## config.mk

```make
export PLATFORM = sky130hd
export DESIGN_NAME = chimp_board_engine
export DESIGN_NICKNAME = d
export VERILOG_FILES = /design/src/rtl/chimp_board_engine.sv
export SDC_FILE = /design/constraint.sdc
export NUM_CORES = 1
export LEC_CHECK = 0
export ABC_AREA = 0
export CORE_ASPECT_RATIO = 0.5
export CORE_MARGIN = 1
export CORE_UTILIZATION = 45
export CTS_CLUSTER_SIZE = 14
export DETAILED_ROUTE_END_ITERATION = 10
export DONT_BUFFER_PORTS = 1
export SYNTH_ARGS = -nofsm -noshare
export SYNTH_HDL_FRONTEND = slang
export SYNTH_SLANG_ARGS = --single-unit
```

## constraint.sdc

```tcl
create_clock -name clk -period 4.2 [get_ports clk]
set_clock_uncertainty 0.05 [all_clocks]
set_input_delay 1.26 -clock clk [delete_from_list [all_inputs] [get_ports clk]]
set_output_delay 1.26 -clock clk [all_outputs]
set_load 0.1 [all_outputs]
```

## src/rtl/chimp_board_engine.sv

```systemverilog
// Chimp-test memory game board engine.
// Clears a GRIDxGRID board, scatters numbers 1..L onto random free cells,
// then judges user clicks that must hit the numbers in ascending order.
// Numbers are visible until the first correct click and are revealed
// again once the round is won or lost.
module chimp_board_engine #(
  parameter  int GRID    = 8,
  parameter  int MAX_NUM = 31,
  localparam int CW      = $clog2(GRID),
  localparam int NW      = $clog2(MAX_NUM + 1)
) (
  input  logic            clk,
  input  logic            iResetn,
  input  logic            iStart,
  input  logic [NW-1:0]   iLevel,
  input  logic [2*CW-1:0] iRandNum,
  input  logic            iClickValid,
  input  logic [CW-1:0]   iBoxX,
  input  logic [CW-1:0]   iBoxY,
  input  logic [CW-1:0]   iRdX,
  input  logic [CW-1:0]   iRdY,
  output logic [NW+1:0]   oRdCell,
  output logic            oClickDone,
  output logic            oCorrect,
  output logic            oWin,
  output logic            oLose,
  output logic            oBusy,
  output logic [NW-1:0]   oNextNum
);

  localparam int CELLS = GRID * GRID;
  localparam int AW    = $clog2(CELLS);
  localparam int LAST  = CELLS - 1;
  localparam int LMAX  = (MAX_NUM < CELLS) ? MAX_NUM : CELLS;

  localparam logic [CW:0]   GRID_C = GRID[CW:0];
  localparam logic [AW-1:0] GRID_A = GRID[AW-1:0];
  localparam logic [AW-1:0] LAST_A = LAST[AW-1:0];
  localparam logic [NW-1:0] LMAX_N = LMAX[NW-1:0];

  typedef enum logic [2:0] {
    S_IDLE,
    S_CLEAR,
    S_LOAD,
    S_SHOW,
    S_PLAY,
    S_WIN,
    S_LOSE
  } state_t;

  state_t        state_q, state_d;
  logic [NW-1:0] level_q, level_d;
  logic [NW-1:0] count_q, count_d;
  logic [NW-1:0] next_q,  next_d;
  logic [AW-1:0] clr_q,   clr_d;

  // Each cell is {active, number}.
  logic [NW:0]   board [CELLS];

  logic          wr_en;
  logic [AW-1:0] wr_addr;
  logic [NW:0]   wr_data;
  logic          done_d;
  logic          correct_d;

  logic          shown;
  logic [CW-1:0] rand_x, rand_y;
  logic          rand_in;
  logic [AW-1:0] rand_addr;
  logic [NW:0]   rand_cell;
  logic          box_in;
  logic [AW-1:0] box_addr;
  logic [NW:0]   box_cell;
  logic          box_hit;
  logic          rd_in;
  logic [NW:0]   rd_cell;
  logic [NW-1:0] cnt_inc;

  function automatic logic in_grid(input logic [CW-1:0] x, input logic [CW-1:0] y);
    return ({1'b0, x} < GRID_C) && ({1'b0, y} < GRID_C);
  endfunction

  // Raster order: x runs fastest.
  function automatic logic [AW-1:0] cell_addr(input logic [CW-1:0] x, input logic [CW-1:0] y);
    return AW'(y) * GRID_A + AW'(x);
  endfunction

  function automatic logic [NW-1:0] clamp_level(input logic [NW-1:0] lv);
    if (lv == '0)         return NW'(1);
    else if (lv > LMAX_N) return LMAX_N;
    else                  return lv;
  endfunction

  assign rand_x    = iRandNum[CW-1:0];
  assign rand_y    = iRandNum[2*CW-1:CW];
  assign rand_in   = in_grid(rand_x, rand_y);
  assign rand_addr = cell_addr(rand_x, rand_y);
  assign rand_cell = board[rand_addr];
  assign cnt_inc   = count_q + NW'(1);

  assign box_in    = in_grid(iBoxX, iBoxY);
  assign box_addr  = cell_addr(iBoxX, iBoxY);
  assign box_cell  = board[box_addr];
  assign box_hit   = box_in && box_cell[NW] && (box_cell[NW-1:0] == next_q);

  assign rd_in     = in_grid(iRdX, iRdY);
  assign rd_cell   = board[cell_addr(iRdX, iRdY)];

  // Numbers are visible while loading/memorising and revealed at round end.
  assign shown     = (state_q == S_LOAD) || (state_q == S_SHOW) ||
                     (state_q == S_WIN)  || (state_q == S_LOSE);

  assign oBusy     = (state_q == S_CLEAR) || (state_q == S_LOAD);
  assign oWin      = (state_q == S_WIN);
  assign oLose     = (state_q == S_LOSE);
  assign oNextNum  = next_q;

  // Next-state, board write port and click judgement.
  always_comb begin
    // NOTE: every signal written here gets a default first, so no path can infer a latch.
    state_d   = state_q;
    level_d   = level_q;
    count_d   = count_q;
    next_d    = next_q;
    clr_d     = clr_q;
    wr_en     = 1'b0;
    wr_addr   = clr_q;
    wr_data   = '0;
    done_d    = 1'b0;
    correct_d = 1'b0;

    if (iStart) begin
      // A start always wins, including over a click in the same cycle.
      state_d = S_CLEAR;
      level_d = clamp_level(iLevel);
      count_d = '0;
      next_d  = NW'(1);
      clr_d   = '0;
    end else begin
      case (state_q)
        S_CLEAR: begin
          wr_en = 1'b1;
          clr_d = clr_q + AW'(1);
          if (clr_q == LAST_A) state_d = S_LOAD;
        end
        S_LOAD: begin
          // Out-of-range or occupied samples are silently dropped and retried.
          if (rand_in && !rand_cell[NW]) begin
            wr_en   = 1'b1;
            wr_addr = rand_addr;
            wr_data = {1'b1, cnt_inc};
            count_d = cnt_inc;
            if (cnt_inc == level_q) state_d = S_SHOW;
          end
        end
        S_SHOW, S_PLAY: begin
          if (iClickValid) begin
            done_d = 1'b1;
            if (box_hit) begin
              correct_d = 1'b1;
              wr_en     = 1'b1;
              wr_addr   = box_addr;
              wr_data   = {1'b0, box_cell[NW-1:0]};
              next_d    = next_q + NW'(1);
              state_d   = (box_cell[NW-1:0] == level_q) ? S_WIN : S_PLAY;
            end else begin
              state_d   = S_LOSE;
            end
          end
        end
        default: ;
      endcase
    end
  end

  // Round bookkeeping and registered click result.
  always_ff @(posedge clk or negedge iResetn) begin
    if (!iResetn) begin
      state_q    <= S_IDLE;
      level_q    <= NW'(1);
      count_q    <= '0;
      next_q     <= NW'(1);
      clr_q      <= '0;
      oClickDone <= 1'b0;
      oCorrect   <= 1'b0;
    end else begin
      // NOTE: non-blocking assignments so every register samples pre-edge values.
      state_q    <= state_d;
      level_q    <= level_d;
      count_q    <= count_d;
      next_q     <= next_d;
      clr_q      <= clr_d;
      oClickDone <= done_d;
      oCorrect   <= correct_d;
    end
  end

  // Board storage with its single write port.
  always_ff @(posedge clk or negedge iResetn) begin
    if (!iResetn) begin
      // NOTE: reset must wipe the whole board, so the storage is flops rather than a RAM.
      for (int i = 0; i < CELLS; i++) board[i] <= '0;
    end else if (wr_en) begin
      board[wr_addr] <= wr_data;
    end
  end

  // Registered display read; the shown bit is masked by the cell's active bit.
  always_ff @(posedge clk or negedge iResetn) begin
    if (!iResetn) begin
      oRdCell <= '0;
    end else if (rd_in) begin
      oRdCell <= {rd_cell[NW], rd_cell[NW] & shown, rd_cell[NW-1:0]};
    end else begin
      oRdCell <= '0;
    end
  end

endmodule

```

==> run_results.csv, run 1 <==
group,metric,value,unit
run_status,outcome,"complete, but fails checks",
run_status,violations,"slew limit, setup timing",
synthesis,flip_flop_and_latch_count_after_synthesis,417,
final_layout,area_overhead_of_the_layout_relative_to_synthesis,28.6,%
routing,detail-route-antenna-nets,0,
critical_path,ff2ff_setup_slack,-370,ps
clock_network,cts-buffers-inserted,42,
sta,finalHoldWorstSlack,352,ps
sta,rsz0062_at_grt,"true",
clock_network,clock-root-buffer,"sky130_fd_sc_hd__clkbuf_16",
critical_path,timing.critical_path.from_type,"input port",
sta,fin_ws,-914,ps
critical_path,crit_path_max_incr_delay,590,ps
synthesis,synth.yosys.warnings,0,
synthesis,netlist-cell-type-count,59,
sta,layout_min_cycle_time,5110,ps
power,cell_internal_pwr,6.25,mW
synthesis,synth.largest_area_cell,"sky130_fd_sc_hd__dfrtp_1",
sta,slew_headroom,-61.9,%
critical_path,critical_path.cell_chain,"mux4_2 -> a221o_1 -> a21oi_2 -> buf_4 -> nor4_4 -> or3_4 -> a221oi_4 -> nand4_1 -> a21o_1 -> a221o_2 -> or2_4 -> buf_12 -> nor3_4 -> buf_6 -> mux2_2",
critical_path,worst_setup_path_type,"input port to flip-flop",
place,gp_congestion,0.956,
floorplan,core,50700,um^2
clock_network,cts_hold_repair.buffers,0,
critical_path,cp_num_buf_inv,3,
final_layout,layout.nets,1897,
clock_network,htree_num_levels,2,
floorplan,starting_density_of_the_core,46.0,%
clock_network,clock_sinks,417,
critical_path,cp_max_fo,107,
power,cellLeakagePower,13.7,nW
power,reg_power_share,49.8,%
clock_network,clk_path_buf_depth,3,
global_route,grt.overflow.total,0,
clock_network,tritoncts,"yes",
synthesis,post-synth-top-count-cell,"sky130_fd_sc_hd__dfrtp_1",
power,power.share.clock,44.9,%
global_route,grt_pass1_wl,118000,um
clock_network,clock_latency_late_sink,570,ps
sta,finalHoldViolCount,0,
sta,count_of_pins_over_their_slew_limit,309,
floorplan,fp-row-count,58,
place,place.detailed.hpwl,51300,um
power,finalPower,8.13,mW
synthesis,ys.flop_type,"sky130_fd_sc_hd__dfrtp_1",
synthesis,synth.avg_cell_area,14.7,um^2
clock_network,worst_setup_hold_path_clk_slew,60,ps
floorplan,die_height,163,um
global_route,maximum_number_of_pins_on_one_net_before_global_route_repair,418,
sta,setup_tns,-312100,ps
power,combPwrFrac,5.4,%
critical_path,worst_path_required_time,4600,ps
floorplan,die_area,52800,um^2
routing,final_routed_wirelength_across_all_metal_layers,78700,um
place,place.port_buffers,0,
sta,finalSetupViolations,389,
synthesis,synth-edff-count,0,
floorplan,dieWidth,324,um
power,worst_ir_drop_vdd,0.421,mV
synthesis,yosysSeqAreaShare,44.7,%
synthesis,syn-num-nets,1618,
routing,drt_pass1_iterations,5,
flow_run,drv_cap,0,
synthesis,netlist_top_cells_area,"sky130_fd_sc_hd__dfrtp_1, sky130_fd_sc_hd__mux4_2, sky130_fd_sc_hd__mux2_2, sky130_fd_sc_hd__mux2i_1, sky130_fd_sc_hd__clkbuf_1",
critical_path,worstSetupEndpointType,"flip-flop",
routing,dr.first_iter.drc_count,1687,
synthesis,yosys-top-cells-count,"sky130_fd_sc_hd__dfrtp_1, sky130_fd_sc_hd__mux2_2, sky130_fd_sc_hd__mux4_2",
synthesis,mapped_area,23300,um^2
global_route,number_of_global_route_vias_before_repair,17400,
global_route,initial_antenna_violation_count,1,
global_route,combined_global_route_utilization_of_all_metal_layers,30.6,%
routing,detail_route.wl_per_cell,30.4,um
sta,layout_worst_path_cycle_share,122,%
power,net-switching-power,1.88,mW
routing,drt_drc_violations_left,0,
final_layout,fillerInstances,3775,
min_path,holdCritPathClass,"input port to async pin",
critical_path,timing.critical_path.max_delay_family,"compound AO/OA/AOI/OAI gates",
routing,detailroute.via_count,16600,
synthesis,synthDominantCellAreaShare,44.5,%
synthesis,synth_async_sr_flop_share,100,%
final_layout,post_route_cells_drive_above_1_share,61.0,%
sta,fmax,0.196,GHz
synthesis,netlist_instances,1588,
routing,avg_vias_per_cell,6.41,
critical_path,worst_ep_arrival_time,5510,ps
power,switching_share,23.2,%
power,power_density,271,nW/um^2
floorplan,pin_count,44,
critical_path,cp_slowest_cell,"sky130_fd_sc_hd__mux4_2",
sta,max_slew.worst_pin.slew,2430,ps
path summary, 6_finish.rpt:
| kind | start | endpoint | cells after the start |
|---|---|---|---|
| max | iBoxX[0] | board[315] | 15 |
| min | iResetn | board[9] | 0 |
| max reg2reg | board[112] | board[221] | 16 |
| min reg2reg | board[278] | board[278] | 1 |
| max in group asynchronous | iResetn | board[382] | 0 |
| min in group clk | board[278] | board[278] | 1 |
logic make-up (layout without fill, tap and decap cells):
group                      after synthesis  in the layout  synth area share (%)
buffers and inverters                  138            443                  2.47
other                                    0              1                     0
xor gates and xnor gates                24             24                 0.901
adders and majority gates                3              3                 0.161
DFF                                    417            417                  44.7
AOI/OAI and AO/OA                       96             96                  2.85
and+or+nand+nor                        235            235                  5.39
muxes                                  675            675                  43.5
stage by stage:
| stage | utilization [%] | worst slack, ps | instance area (um^2) | cells |
|---|---|---|---|---|
| 2_1_floorplan | - | -1400 | 23900 | 1588 |
| 3_3_place_gp | 53.2 | -1800 | 27000 | 2461 |
| 3_5_place_dp | 53.2 | -1800 | 27000 | 2461 |
| 4_1_cts | 58.2 | -760 | 29500 | 2571 |
| 5_1_grt | 59.1 | -919 | 30000 | 2583 |
| 6_report | 59.1 | -914 | 30000 | 2584 |
cell type report:
cell class / count / area, um^2 / share of cell area [%]
multi-input cells: 1033 / 13800 / 45.9
flip-flops and latches: 417 / 10400 / 34.8
repair buffers: 369 / 3650 / 12.2
clock buffers: 58 / 1180 / 3.94
well taps: 690 / 863 / 2.88
clock inverters: 12 / 77.6 / 0.259
inverters: 4 / 15.0 / 0.0501
diodes: 1 / 2.50 / 0.00834
placed cells by master, fill, tap and decap left out, drive strengths merged, types with 3 or more instances in the layout:
cell and instances:
nor3b 6, a21oi 22, clkinv 10, nand3b 12
a21o 5, or3 7, nor4 4, o211ai 3
nand2 45, ha 3, nor3 25, a211oi 7
a221oi 3, clkbuf 58, inv 5, and2 10
nand3 17, nand2b 17, dfrtp 415, nor2 56
mux2i 48, nand4 9, a221o 4, xor2 12
and3 4, xnor2 12, mux2 396, a22oi 14
o21ai 15, or2 5, buf 369, nor2b 12
mux4 231
per-layer routing:
layer  GRT usage, %  vias to the layer above  part of all wire (%)
met5              0                        -                     0
met4           7.38                        0                   2.7
met3           8.00                      144                   9.5
met2           45.6                      731                    45
met1           44.6                     8960                    43
li1               -                     6721                     -
state kept, by name, indices dropped and copies added, names as in the netlist:
name,count
board,384
clr_q,6
count_q,5
level_q,5
oClickDone,1
oCorrect,1
oNextNum,5
oRdCell,7
state_q,3
power groups by stage:
stage               Clock (mW)  Combinational [mW]  Sequential, mW
floorplan                    0               0.345            4.11
global placement             0               0.344            4.12
detailed placement           0               0.346            4.12
CTS                       3.70               0.398            4.04
global route              3.86               0.449            4.04
finish                    3.65               0.437            4.05
timing repair:
item,CTS,global route
gates resized for setup,237,83
setup buffers,49,19
pin swaps,31,27
setup endpoints to repair,384,389
worst register-to-register path, delay by kind of cell, from the launching register on:
family,cells,cell delay (ps)
compound gates,4,780
buf+inv,4,750
flops,1,410
mux,3,1170
simple gates,5,1290
No activity file was read; power rests on OpenSTA's default activity.
==> inputs of run 2 (changes only) <==
--- a/config.mk
+++ b/config.mk
@@ -12,6 +12,7 @@
 export CTS_CLUSTER_SIZE = 14
 export DETAILED_ROUTE_END_ITERATION = 10
 export DONT_BUFFER_PORTS = 1
+export SLEW_MARGIN = 10
 export SYNTH_ARGS = -nofsm -noshare
 export SYNTH_HDL_FRONTEND = slang
 export SYNTH_SLANG_ARGS = --single-unit
==> results of run 2 <==
Same layout as run 1: the final DEF is identical, and so are final timing and power.
